`config.mk`:
```
export PLATFORM = sky130hd
export DESIGN_NAME = divider_4
export DESIGN_NICKNAME = d
export VERILOG_FILES = /design/src/rtl/divider_4_pkg.sv /design/src/rtl/div_step_4.sv /design/src/rtl/divider_4.sv
export SDC_FILE = /design/constraint.sdc
export NUM_CORES = 1
export LEC_CHECK = 0
export BUFFER_PORTS_ARGS = -buffer_cell sky130_fd_sc_hd__buf_2
export CAP_MARGIN = 30
export CELL_PAD_IN_SITES_DETAIL_PLACEMENT = 1
export CELL_PAD_IN_SITES_GLOBAL_PLACEMENT = 2
export CORE_MARGIN = 10
export CORE_UTILIZATION = 30
export DETAILED_ROUTE_END_ITERATION = 12
export PLACE_DENSITY_LB_ADDON = 0.1
export REMOVE_ABC_BUFFERS = 1
export SYNTH_ARGS = -nofsm -noshare
export SYNTH_HDL_FRONTEND = slang
export SYNTH_HIERARCHICAL = 1
export SYNTH_SLANG_ARGS = --single-unit
```
`constraint.sdc`:
```
create_clock -name clk -period 3.1 [get_ports clk]
set_input_delay 0.62 -clock clk [delete_from_list [all_inputs] [get_ports clk]]
set_output_delay 0.62 -clock clk [all_outputs]
set_load 0.01 [all_outputs]
```
`src/rtl/divider_4_pkg.sv`:
```
// Shared definitions for the divider_4 sign-magnitude divider:
// default widths, FSM state encoding, iteration counter width and
// sign-magnitude field positions.
package divider_4_pkg;

    // Default dividend magnitude width and divisor/quotient/remainder magnitude width
    localparam int NW_DEF = 16;
    localparam int DW_DEF = 8;

    // Iteration counter width: counts 0 .. NW-1
    localparam int CNT_W = $clog2(NW_DEF);

    // Sign bit positions in the sign-magnitude operand words
    localparam int NUM_SIGN = NW_DEF;
    localparam int DEN_SIGN = DW_DEF;

    typedef enum logic [1:0] {
        IDLE = 2'd0,
        CALC = 2'd1,
        DONE = 2'd2
    } state_t;

endpackage

```
`src/rtl/div_step_4.sv`:
```
// One restoring division step: shift the next dividend bit into the
// partial remainder and subtract the divisor when it fits.
module div_step_4
#(
    parameter int DW = 8
) (
    input  logic [DW:0]   rem_in,
    input  logic          bit_in,
    input  logic [DW-1:0] dsr,
    output logic [DW:0]   rem_out,
    output logic          q_bit
);

    logic [DW+1:0] shifted;
    logic [DW+1:0] dsr_w;

    // Shift, compare and conditionally subtract
    always_comb begin
        shifted = {rem_in, bit_in};
        dsr_w   = {2'b00, dsr};
        q_bit   = (shifted >= dsr_w);
        rem_out = (DW+1)'(q_bit ? (shifted - dsr_w) : shifted);
    end

endmodule

```
`src/rtl/divider_4.sv`:
```
// divider_4: sequential restoring sign-magnitude divider.
// 17-bit dividend / 9-bit divisor -> 9-bit quotient and remainder,
// one quotient bit per clock, fixed latency of NW+1 cycles.
// Optional build macro DIVIDER_4_ROUND_EN: round the quotient magnitude
// half up before saturation (remainder stays truncated).
module divider_4
    import divider_4_pkg::*;
#(
    parameter int NW = NW_DEF,
    parameter int DW = DW_DEF
) (
    input  logic          clk,
    input  logic          rst_n,
    input  logic          start,
    input  logic [NW:0]   dividend,
    input  logic [DW:0]   divisor,
    output logic [DW:0]   quot,
    output logic [DW:0]   rem,
    output logic          rdy,
    output logic          busy,
    output logic          ovf,
    output logic          dz
);

    localparam logic [CNT_W-1:0] LAST = CNT_W'(NW - 1);

    state_t           state;
    state_t           state_nx;
    logic [CNT_W-1:0] count;

    // Datapath working registers (loaded at accept, no reset needed)
    logic [DW:0]      rem_acc;
    logic [NW-1:0]    quo;
    logic [DW-1:0]    dsr;
    logic             sign_q;
    logic             sign_r;

    logic [DW:0]      step_rem;
    logic             step_bit;
    logic [NW-1:0]    quo_fin;

    logic             accept;
    logic             last;

    logic [NW:0]      q_wide;
    logic [DW-1:0]    q_mag;
    logic [DW-1:0]    r_mag;
    logic             res_ovf;
    logic             res_dz;
    logic [DW:0]      res_quot;
    logic [DW:0]      res_rem;

    // Clamp a wide quotient magnitude to DW bits; MSB of the result is the overflow flag
    function automatic logic [DW:0] sat_mag(input logic [NW:0] q);
        if (|q[NW:DW])
            return {1'b1, {DW{1'b1}}};
        return {1'b0, q[DW-1:0]};
    endfunction

`ifdef DIVIDER_4_ROUND_EN
    // Round half up on magnitude: bump the quotient when 2*rem >= divisor
    function automatic logic [NW:0] round_mag(input logic [NW-1:0] q,
                                              input logic [DW-1:0] r,
                                              input logic [DW-1:0] d);
        logic inc;
        inc = ({r, 1'b0} >= {1'b0, d});
        return {1'b0, q} + {{NW{1'b0}}, inc};
    endfunction
`endif

    div_step_4 #(.DW(DW)) u_step (
        .rem_in  (rem_acc),
        .bit_in  (quo[NW-1]),
        .dsr     (dsr),
        .rem_out (step_rem),
        .q_bit   (step_bit)
    );

    assign accept  = (state == IDLE) && start;
    assign last    = (state == CALC) && (count == LAST);
    assign quo_fin = {quo[NW-2:0], step_bit};

    // FSM next state and status outputs
    always_comb begin
        state_nx = state;
        busy     = 1'b0;
        rdy      = 1'b0;
        case (state)
            IDLE: begin
                if (start)
                    state_nx = CALC;
            end
            CALC: begin
                busy = 1'b1;
                if (count == LAST)
                    state_nx = DONE;
            end
            DONE: begin
                rdy      = 1'b1;
                state_nx = IDLE;
            end
            default: state_nx = IDLE;
        endcase
    end

    // FSM state and iteration counter
    always_ff @(posedge clk or negedge rst_n) begin
        if (!rst_n) begin
            state <= IDLE;
            count <= '0;
        end else begin
            state <= state_nx;
            if (accept)
                count <= '0;
            else if (state == CALC)
                count <= count + 1'b1;
        end
    end

    // Operand capture and shift-subtract iteration
    always_ff @(posedge clk) begin
        if (accept) begin
            rem_acc <= '0;
            quo     <= dividend[NW-1:0];
            dsr     <= divisor[DW-1:0];
            sign_q  <= dividend[NW] ^ divisor[DW];
            sign_r  <= dividend[NW];
        end else if (state == CALC) begin
            rem_acc <= step_rem;
            quo     <= quo_fin;
        end
    end

    // Final result formatting from the last iteration's step outputs
    always_comb begin
`ifdef DIVIDER_4_ROUND_EN
        q_wide = round_mag(quo_fin, step_rem[DW-1:0], dsr);
`else
        q_wide = {1'b0, quo_fin};
`endif
        {res_ovf, q_mag} = sat_mag(q_wide);
        r_mag  = step_rem[DW-1:0];
        res_dz = (dsr == '0);
        if (res_dz) begin
            q_mag   = '1;
            res_ovf = 1'b0;
            r_mag   = '0;
        end
        res_quot = {sign_q & (q_mag != '0), q_mag};
        res_rem  = {sign_r & (r_mag != '0), r_mag};
    end

    // Result registers: loaded as the FSM enters DONE, held until the next result
    always_ff @(posedge clk or negedge rst_n) begin
        if (!rst_n) begin
            quot <= '0;
            rem  <= '0;
            ovf  <= 1'b0;
            dz   <= 1'b0;
        end else if (last) begin
            quot <= res_quot;
            rem  <= res_rem;
            ovf  <= res_ovf;
            dz   <= res_dz;
        end
    end

endmodule

```
==> metrics.cfg <==
[cells_and_area]
design_area_um2 = 3458
nets = 323
diodes = 0
area_delta_synth_final_pct = 20.33
drive_gt1_share_pct = 27.68

[routing]
first_pass_iters = 4
antenna_left = 0
drt_wl_total_um = 7647
route.met2.wl_um = 3553
via_per_inst = 4.849
dr.first_iter.drc_count = 110
num_vias = 2027
wl_met3_um = 241
drt-met1-wl_um = 3810
drc = 0
wl_per_cell_um = 18.29
dr.max_layer_used = met4

[power]
irDropWorstVdd_v = 0.0002725
p_sw_mw = 1.447
powerDensity_nw_per_um2 = 1097
pwr-share-comb_pct = 43.1
seqPwrFrac_pct = 39.3
p_int_mw = 2.347
netSwitchingFraction_pct = 38.15
clkPwrFrac_pct = 17.7
p_leak_nw = 1.405

[global_routing]
grt_pass1_vias = 2227
antenna_found_initial = 0
grt.overflow.total = 0
grtUsageTotal_pct = 11.21
grt_max_degree = 29
grt_pass1_wl_um = 12430

[synth]
synth_area_um2 = 2874
ys.flop_type = edfxtp_1
syn_inst = 228
synthTopCellsByArea = edfxtp_1 27%, dfrtp_1 23%, dfxtp_1 6.3%
synth_edf_count = 26
async_reset_ff_share_pct = 42.62
syn_area_per_cell_um2 = 12.61
synth_seq_cells = 61
ys_warn_count = 6
synth_cell_types = 48
ys_seq_area_share_pct = 56.07
yosys.area.top_type = edfxtp_1
synth.top_cell.area_share_pct = 27.17

[timing]
fin_skew_ps = 13.98
max_slew_margin_pct = 57.87
fin_crit_sh_pct = 91.81
slew_violations = 0
fin_setup_tns_ps = 0
rsz0062_at_grt = false
min_period_ps = 2846
worst_pin_slew_ps = 631.3
fmax_mhz = 351.4
hold_viol = 0
setup_violations = 0
hold-worst-slack_ps = 286.3

[cts]
path_clk_slew_ps = 80
cts_made_buffers = 9
cts_num_sinks = 61
clockBufferDepth = 2
clockRootBuffer = clkbuf_8
insertion_delay_ps = 330
cts.htree.levels = 3
cts_tree = done
ctsHoldBuffers = 0

[die]
num_io_pins = 51
initial_core_util_pct = 30.96
die_width_um = 117.9
dieHeight_um = 117.9
std_cell_rows = 35
core_area_um2 = 9284
die_area_um2 = 13890

[setup_path]
path_class = reg -> reg
cp-start-kind = register
required_ps = 3330
cp-end-kind = register
cp.arrival_ps = 3070
cp_max_fo = 11
r2r_setup_slack_ps = 250

[place]
gp_congestion = 0.6886
placed_area_um2 = 3264
port_buffers = 50
dpl.hpwl_um = 5732

[run]
maxCapViolations = 0

[run_status]
status = finished clean

[worst_hold_path]
hold_path_class = in -> async

-- worst paths after layout --
path,start,to,cells after the start
max in group asynchronous,rst_n,rem[2],1
min,rst_n,quot[3],1
max,quo[15],rem[8],12
max reg2reg,quo[15],rem[8],12
min reg2reg,rem_acc[8],rem_acc[8],1
min in group clk,divisor[6],dsr[6],1
-- worst max-delay path, stage by stage, from the launching register on --
cell	delay, ps
edfxtp_1	350
inv_1	80
ha_1	150
inv_1	50
fa_1	400
nand3_1	150
a21oi_1	120
nor4b_4	370
buf_4	240
o21ai_0	160
nor4_1	320
nand2_1	80
a32o_1	260
-- flip-flops by register name, summed over array words and instances, names as in the netlist --
register  flops
dsr           8
quot          9
rem           9
sign_q        1
count         4
sign_r        1
state         2
dz            1
ovf           1
rem_acc       9
quo          16
-- cell families after synthesis --
| family | share of synthesized area, % |
|---|---|
| AO/OA/AOI/OAI | 16.24 |
| buffers and inverters | 3.526 |
| flip-flops | 56.07 |
| XOR/XNOR | 1.219 |
| multiplexers | 7.706 |
| adder cells (fa/ha/maj) | 4.615 |
| AND/OR/NAND/NOR | 10.62 |
-- cells in the final DEF (no fill, tap or decap), types with 2 or more instances in the layout --
cell      Yosys  final
a21boi_0      2      2
a21oi_1       7      7
a22o_1       19     19
buf_2         3     50
buf_4         0      3
clkbuf_8      0     12
dfrtp_1      26     26
dfxtp_1       9      9
edfxtp_1     26     26
ha_1          9      9
inv_1        13     13
mux2_1       13     13
mux2_2        4      4
mux2i_1       3      3
nand2_1      13     13
nand2b_1      4      4
nand3_1       3      3
nand4_1       3      3
nand4b_1      2      2
nor2_1        6      6
nor2b_1       3      3
nor3b_1       3      2
nor4_1        3      2
o21ai_0       9      9
o21ai_1       2      2
o21bai_1      2      2
o31ai_1       2      2
o32a_1        8      8
or4_1         5      5
xor2_1        3      3
-- repair_timing --
item                       CTS  global route
gates resized for setup      0             1
setup endpoints to repair    0             1
setup buffers                0             0
-- through the flow --
step                      util (%)  power (mW)  cells  setup WS (ps)
after floorplan                  -       2.584    220         -296.0
after global placement       35.16       3.166    402          241.4
after detailed placement     35.16       3.162    402          167.2
after CTS                    37.18       3.853    418          173.4
after global routing         37.25       4.106    418          23.32
final                        37.25       3.794    418          253.9
-- layout make-up --
| type | count | area [µm²] |
|---|---|---|
| Inverter | 14 | 52.55 |
| Clock buffer | 13 | 168.9 |
| Fill cell | 1041 | 5826 |
| Clock inverter | 3 | 18.77 |
| Sequential cell | 61 | 1612 |
| Multi-Input combinational cell | 145 | 1172 |
| Tap cell | 129 | 161.4 |
| Timing Repair Buffer | 53 | 272.8 |
-- layer usage --
| metal | vias up | track usage (%) |
|---|---|---|
| li1 | 986 | - |
| met1 | 1004 | 14.85 |
| met2 | 35 | 17.13 |
| met3 | 2 | 3.309 |
| met4 | 0 | 3.478 |
| met5 | - | 0 |
-- power groups by stage --
| stage | logic [mW] | clock network [mW] | registers [mW] |
|---|---|---|---|
| after detailed placement | 1.65 | 0 | 1.51 |
| after floorplan | 1.12 | 0 | 1.47 |
| final | 1.63 | 0.670 | 1.49 |
| after CTS | 1.66 | 0.701 | 1.50 |
| after global placement | 1.65 | 0 | 1.51 |
| after global routing | 1.83 | 0.733 | 1.54 |
-- synth_stat cells (5+ instances only) --
library cell	number
ha_1	9
inv_1	13
o21ai_0	9
edfxtp_1	26
nor2_1	6
a22o_1	19
dfrtp_1	26
o32a_1	8
a21oi_1	7
nand2_1	13
or4_1	5
dfxtp_1	9
mux2_1	13
Power figures use the tool's default switching activity.
